File: src/rtl/gpu_sched_pkg.sv
// Shared types for the thread dispatcher: per-unit state encoding and the launch request record.
package gpu_sched_pkg;

  localparam int ADDR_W = 32;

  typedef enum logic [1:0] {
    FU_IDLE  = 2'b00,
    FU_START = 2'b01,
    FU_RUN   = 2'b10
  } fu_state_t;

  typedef struct packed {
    logic [ADDR_W-1:0] pc;
    logic [ADDR_W-1:0] mem_addr;
  } launch_req_t;

  // Modulo increment used for the round-robin pointer.
  function automatic int unsigned wrap_inc(int unsigned v, int unsigned n);
    return (v + 1) % n;
  endfunction

endpackage

File: src/rtl/sched_fifo.sv
// Launch request FIFO with wrap-bit pointers and synchronous reset.
module sched_fifo
  import gpu_sched_pkg::*;
#(
  parameter int DEPTH = 4,
  parameter int WIDTH = $bits(launch_req_t)
) (
  input  logic             clk,
  input  logic             rst,
  input  logic             push,
  input  logic             pop,
  input  logic [WIDTH-1:0] din,
  output logic [WIDTH-1:0] dout,
  output logic             full,
  output logic             empty
);

  localparam int PW = $clog2(DEPTH);

  logic [PW:0]      wr_ptr;
  logic [PW:0]      rd_ptr;
  logic [WIDTH-1:0] mem [DEPTH];
  logic             do_push;
  logic             do_pop;

  // Full when the index bits agree but the wrap bits differ.
  assign full    = (wr_ptr[PW] != rd_ptr[PW]) && (wr_ptr[PW-1:0] == rd_ptr[PW-1:0]);
  assign empty   = (wr_ptr == rd_ptr);
  assign do_push = push && !full;
  assign do_pop  = pop && !empty;
  assign dout    = mem[rd_ptr[PW-1:0]];

  always_ff @(posedge clk) begin
    if (rst) begin
      wr_ptr <= '0;
      rd_ptr <= '0;
    end else begin
      if (do_push) wr_ptr <= wr_ptr + 1'b1;
      if (do_pop)  rd_ptr <= rd_ptr + 1'b1;
    end
  end

  always_ff @(posedge clk) begin
    if (do_push) mem[wr_ptr[PW-1:0]] <= din;
  end

endmodule

File: src/rtl/fu_dispatch_sched.sv
// Round-robin thread dispatcher in front of NUM_FU func_units.
// Optional macro SCHED_PERF_EN adds launch/stall/completion performance counters.
//
// state    | meaning
// FU_IDLE  | unit free, eligible for dispatch
// FU_START | one-cycle fu_start pulse, arm counter loads
// FU_RUN   | thread running; complete honoured only once arm counter is 0
module fu_dispatch_sched
  import gpu_sched_pkg::*;
#(
  parameter int NUM_FU     = 4,
  parameter int QDEPTH     = 4,
  parameter int ARM_CYCLES = 2
) (
  input  logic                     clk,
  input  logic                     rst,
  input  logic                     launch_valid,
  output logic                     launch_ready,
  input  logic [ADDR_W-1:0]        launch_pc,
  input  logic [ADDR_W-1:0]        launch_mem_addr,
  output logic [NUM_FU-1:0]        fu_start,
  output logic [ADDR_W*NUM_FU-1:0] fu_starting_pc,
  output logic [ADDR_W*NUM_FU-1:0] fu_init_mem_addr,
  input  logic [NUM_FU-1:0]        fu_thread_complete,
  output logic [NUM_FU-1:0]        done_mask,
  output logic [NUM_FU-1:0]        busy_mask,
  output logic                     sched_idle
`ifdef SCHED_PERF_EN
  ,
  output logic [31:0]              perf_launches,
  output logic [31:0]              perf_stall_cycles,
  output logic [31:0]              perf_completions
`endif
);

  localparam int PTR_W = $clog2(NUM_FU);
  localparam int CNT_W = $clog2(ARM_CYCLES + 1);

  launch_req_t        push_req;
  launch_req_t        head_req;
  logic               fifo_full;
  logic               fifo_empty;
  logic               dispatch;
  logic [NUM_FU-1:0]  idle_mask;
  logic [PTR_W-1:0]   rr_ptr;
  logic [PTR_W-1:0]   rr_next;
  logic [PTR_W-1:0]   sel_idx;
  logic               sel_valid;

  assign push_req.pc       = launch_pc;
  assign push_req.mem_addr = launch_mem_addr;

  sched_fifo #(
    .DEPTH(QDEPTH),
    .WIDTH($bits(launch_req_t))
  ) u_fifo (
    .clk  (clk),
    .rst  (rst),
    .push (launch_valid),
    .pop  (dispatch),
    .din  (push_req),
    .dout (head_req),
    .full (fifo_full),
    .empty(fifo_empty)
  );

  assign launch_ready = !fifo_full;
  assign dispatch     = sel_valid && !fifo_empty;
  assign sched_idle   = fifo_empty && (busy_mask == '0);

  // First IDLE unit at or after rr_ptr, wrapping modulo NUM_FU.
  always_comb begin
    int unsigned      cand;
    logic [PTR_W-1:0] cand_idx;
    sel_valid = 1'b0;
    sel_idx   = '0;
    rr_next   = rr_ptr;
    cand      = 0;
    cand_idx  = '0;
    for (int k = 0; k < NUM_FU; k++) begin
      cand     = (32'(rr_ptr) + 32'(k)) % NUM_FU;
      cand_idx = PTR_W'(cand);
      if (!sel_valid && idle_mask[cand_idx]) begin
        sel_valid = 1'b1;
        sel_idx   = cand_idx;
        rr_next   = PTR_W'(wrap_inc(cand, NUM_FU));
      end
    end
  end

  always_ff @(posedge clk) begin
    if (rst) begin
      rr_ptr <= '0;
    end else if (dispatch) begin
      rr_ptr <= rr_next;
    end
  end

  for (genvar g = 0; g < NUM_FU; g++) begin : g_fu
    fu_state_t         state_q;
    fu_state_t         state_d;
    logic [CNT_W-1:0]  arm_cnt;
    logic [ADDR_W-1:0] pc_q;
    logic [ADDR_W-1:0] addr_q;
    logic              chosen;
    logic              armed_done;
    logic              start_o;
    logic              done_o;
    logic              busy_o;
    logic              idle_o;

    assign chosen     = dispatch && (sel_idx == PTR_W'(g));
    assign armed_done = (arm_cnt == '0) && fu_thread_complete[g];

    always_ff @(posedge clk) begin
      if (rst) state_q <= FU_IDLE;
      else     state_q <= state_d;
    end

    // Arm counter masks the stale complete left high by the previous thread.
    always_ff @(posedge clk) begin
      if (rst) begin
        arm_cnt <= '0;
        pc_q    <= '0;
        addr_q  <= '0;
      end else begin
        if (state_q == FU_START)
          arm_cnt <= CNT_W'(ARM_CYCLES);
        else if (state_q == FU_RUN && arm_cnt != '0)
          arm_cnt <= arm_cnt - 1'b1;
        if (chosen) begin
          pc_q   <= head_req.pc;
          addr_q <= head_req.mem_addr;
        end
      end
    end

    always_comb begin
      state_d = state_q;
      case (state_q)
        FU_IDLE:  if (chosen) state_d = FU_START;
        FU_START: state_d = FU_RUN;
        FU_RUN:   if (armed_done) state_d = FU_IDLE;
        default:  state_d = FU_IDLE;
      endcase
    end

    always_comb begin
      start_o = (state_q == FU_START);
      done_o  = (state_q == FU_RUN) && armed_done;
      busy_o  = (state_q != FU_IDLE);
      idle_o  = (state_q == FU_IDLE);
    end

    assign fu_start[g]                        = start_o;
    assign done_mask[g]                       = done_o;
    assign busy_mask[g]                       = busy_o;
    assign idle_mask[g]                       = idle_o;
    assign fu_starting_pc[g*ADDR_W +: ADDR_W]   = pc_q;
    assign fu_init_mem_addr[g*ADDR_W +: ADDR_W] = addr_q;
  end

`ifdef SCHED_PERF_EN
  logic stall;
  assign stall = !fifo_empty && (idle_mask == '0);

  always_ff @(posedge clk) begin
    if (rst) begin
      perf_launches     <= '0;
      perf_stall_cycles <= '0;
      perf_completions  <= '0;
    end else begin
      perf_launches     <= perf_launches + 32'(dispatch);
      perf_stall_cycles <= perf_stall_cycles + 32'(stall);
      perf_completions  <= perf_completions + 32'($countones(done_mask));
    end
  end
`endif

endmodule

File: config.mk
export PLATFORM = sky130hd
export DESIGN_NAME = fu_dispatch_sched
export DESIGN_NICKNAME = d
export VERILOG_FILES = /design/src/rtl/gpu_sched_pkg.sv /design/src/rtl/sched_fifo.sv /design/src/rtl/fu_dispatch_sched.sv
export SDC_FILE = /design/constraint.sdc
export NUM_CORES = 1
export LEC_CHECK = 0
export ABC_AREA = 1
export CAP_MARGIN = 25
export CELL_PAD_IN_SITES_DETAIL_PLACEMENT = 0
export CELL_PAD_IN_SITES_GLOBAL_PLACEMENT = 1
export CORE_MARGIN = 1
export CORE_UTILIZATION = 40
export CTS_CLUSTER_DIAMETER = 50
export DETAILED_ROUTE_END_ITERATION = 8
export HOLD_SLACK_MARGIN = 0.05
export PLACE_DENSITY = 0.84
export REMOVE_ABC_BUFFERS = 1
export SYNTH_ARGS = -nofsm -noshare
export SYNTH_HDL_FRONTEND = slang
export SYNTH_SLANG_ARGS = --single-unit
File: constraint.sdc
create_clock -name clk -period 5.3 [get_ports clk]
set_input_delay 0.53 -clock clk [delete_from_list [all_inputs] [get_ports clk]]
set_output_delay 0.53 -clock clk [all_outputs]
set_load 0.05 [all_outputs]
==> summary.txt <==
Outcome
  – Outcome: finished clean

Floorplanning
  – Die width: 235 µm
  – Die H: 235 µm
  – Core area: 53,700 µm²
  – Boundary Pins: 341
  – Initial core utilization: 40.4%
  – Die area: 55,200 µm²
  – FP Rows: 85

Drt
  – Total Routed Length: 56,300 µm
  – DRC Markers: 0
  – Vias after detailed routing: 16,900
  – Routed WL per cell: 15.9 µm
  – Via/cell ratio: 4.77
  – Post-detailed-route count of antenna-violating nets: 0
  – DRT iter0 DRCs: 950
  – DRT Pass-1 Iters: 7

Synthesis
  – Synth top area share: 35.4%
  – Cells after synthesis: 2,514
  – Synth area leaders: edfxtp_1 (35%), dfxtp_1 (26%), nand2_1 (11%), nor2_1 (10%), inv_1 (5.3%)
  – Sequential cell area fraction in the yosys report: 61.4%
  – Synth Warn #: 0
  – Cell Area, Synth: 21,700 µm²
  – Synth area leader: edfxtp_1
  – Netlist cell types: 30
  – Syn Area/Cell: 8.64 µm²
  – Synthesized flop and latch total: 538

Clocking
  – Clk buf depth: 3
  – Number of buffers created by CTS: 66
  – TritonCTS Sinks: 538
  – Clk_lat worst skew: 590 ps
  – Hold buffers post-CTS: 0
  – CTS clk-pin slew, worst paths: 60 ps
  – H-tree levels: 3
  – CTS tree: yes
  – PostCTS Resize Cnt: 0
  – Post-CTS setup buffers: 0
  – Clock root cell: clkbuf_16

Worst setup path
  – CP Class: reg -> reg
  – Slowest stage delay, CP: 520 ps
  – Setup crit start kind: flop
  – CP cell instances: inv_2 -> nand2_1 -> nand2_1 -> nand3_1 -> nand2_2 -> nand2_1 -> nor2_2 -> nand2_1 -> nand3_2 -> buf_16 -> nand3_4 -> buf_12 -> nand2_1 -> nand2_1 -> nor2_1
  – Worst-path maximum fanout: 74
  – Buffers plus inverters on the worst setup path: 3
  – CP top delay family: simple AND/OR/NAND/NOR gates
  – Most used cell, CP: nand2_1
  – Critical Path End Type: flop
  – CP arrival: 3870 ps
  – CP max-delay cell: dfxtp_1
  – CP required: 5780 ps

Global route
  – Global-route wire length before repair: 88,600 µm
  – Gr ovfl total: 0
  – Initial antenna violation count: 7
  – Number of global-route vias before repair: 16,300
  – Gr usage total: 20.3%
  – Largest net degree at the start of global routing: 132

Worst hold path
  – HP Class: reg -> reg

Timing
  – Hold Slack: 453 ps
  – Worst Tran Pin Value: 1000 ps
  – Max Transition Viols Final: 0
  – Final setup violation count: 0
  – Slew HR: 33.0%
  – RSZ-0062 raised after global routing: no
  – Hold Violations, Final: 0
  – Clock Skews: 25.8 ps
  – Fin crit share: 64.0%
  – Fin crit period: 3390 ps
  – Max Clk Rate: 295 MHz

Job
  – Max_cap viols: 0

Place
  – Placed cell area: 25,500 µm²
  – GP Congestion: 0.828
  – IO Port Bufs: 340
  – HPWL Detailed: 35,700 µm
  – Post-Place Cells: 3,425

Layout
  – Area occupied by multi-input gates: 6530 µm²
  – Layout cell share with drive strength beyond 1: 5.54%
  – Final Cell Area: 27,700 µm²
  – Post-layout util: 51.6%
  – Reg area: 13,300 µm²
  – Nets@finish: 2,878
  – Layout Cells excl Fill: 3,549
  – Fillers: 4,859
  – Most frequent cells in the layout: nand2_1 (628), nor2_1 (595), clkdlybuf4s50_1 (340)
  – Most common cell after layout, fill and taps aside: nand2_1
  – Layout area overhead: 27.7%

Pwr
  – Pwr dens: 720 nW/µm²
  – VDD IR max: 423 µV
  – Leak: 11.9 nW
[kinds of logic after synthesis]
| logic type | Yosys count | share of synthesized area [%] |
|---|---|---|
| xor+xnor | 2 | 0.0807 |
| simple gates | 1309 | 23.7 |
| buf+inv | 458 | 8.90 |
| flops | 538 | 61.4 |
| fa+ha+maj | 9 | 0.519 |
| compound gates | 198 | 5.42 |
[worst paths after layout]
check,start,end,slack [ps],cells past startpoint
worst max-delay path,rr_ptr[0]$_SDFFE_PP0P_,g_fu[2].addr_q[13]$_SDFFE_PP0P_,1910,15
worst max register to register,rr_ptr[0]$_SDFFE_PP0P_,g_fu[2].addr_q[13]$_SDFFE_PP0P_,1910,15
worst min register to register,g_fu[3].arm_cnt[0]$_SDFFE_PP0P_,g_fu[3].arm_cnt[0]$_SDFFE_PP0P_,450,1
worst min-delay path,g_fu[3].arm_cnt[0]$_SDFFE_PP0P_,g_fu[3].arm_cnt[0]$_SDFFE_PP0P_,450,1
[where the power goes]
group	switching (mW)	internal (mW)	leakage, nW
Combinational	6.90	2.82	6.19
Clock	1.74	2.66	1.04
Sequential	0.554	5.28	4.66
[per-layer routing]
metal	up-vias	global-route usage, %	part of all wire (%)
li1	8441	-	-
met1	7947	25.2	43
met2	452	33.6	47
met3	82	5.63	7.3
met4	8	7.12	2.3
met5	-	0	0.092
[sequential cells by signal, indices dropped and copies added, names as in the netlist, named ones only]
register       count
g_fu.arm_cnt       8
g_fu.state_q       8
u_fifo.mem       256
u_fifo.wr_ptr      3
u_fifo.rd_ptr      3
g_fu.addr_q      128
g_fu.pc_q        128
rr_ptr             2
[synthesized netlist by cell type]
cell	count
nand2_2	6
dfxtp_1	282
buf_4	32
nand4_1	40
nor2_1	599
a32oi_1	33
nand2_4	1
nor2_8	1
inv_1	305
o211ai_1	5
nand2_1	629
o22ai_1	30
edfxtp_1	256
o21a_1	3
nand3_2	7
xnor2_1	2
buf_2	32
inv_2	4
clkbuf_1	66
o21ai_0	74
o21ai_1	1
nor3_1	5
nand3_1	16
buf_1	12
ha_1	9
a21oi_1	51
nor2_2	4
a32o_1	1
nor2_4	1
buf_6	7
[per-stage QoR]
stage / setup TNS [ps] / worst slack, ps / total power [mW]
after floorplan: -1060 / -15.4 / 12.7
after global placement: 0 / 1600 / 15.4
after detailed placement: 0 / 1520 / 15.7
after CTS: 0 / 1520 / 20.1
after global routing: 0 / 1570 / 21.3
final: 0 / 1910 / 20.0
[final cells by class]
cell class                      instances  share of cell area, %
Tap cell                              696                   3.14
Antenna cell                            2                 0.0181
Timing Repair Buffer                  365                   13.2
Multi-Input combinational cell       1518                   23.5
Sequential cell                       538                   48.1
Clock inverter                         28                  0.934
Inverter                              309                   4.23
Clock buffer                           93                   6.82
Note: power is estimated with default switching activity, not from simulation.
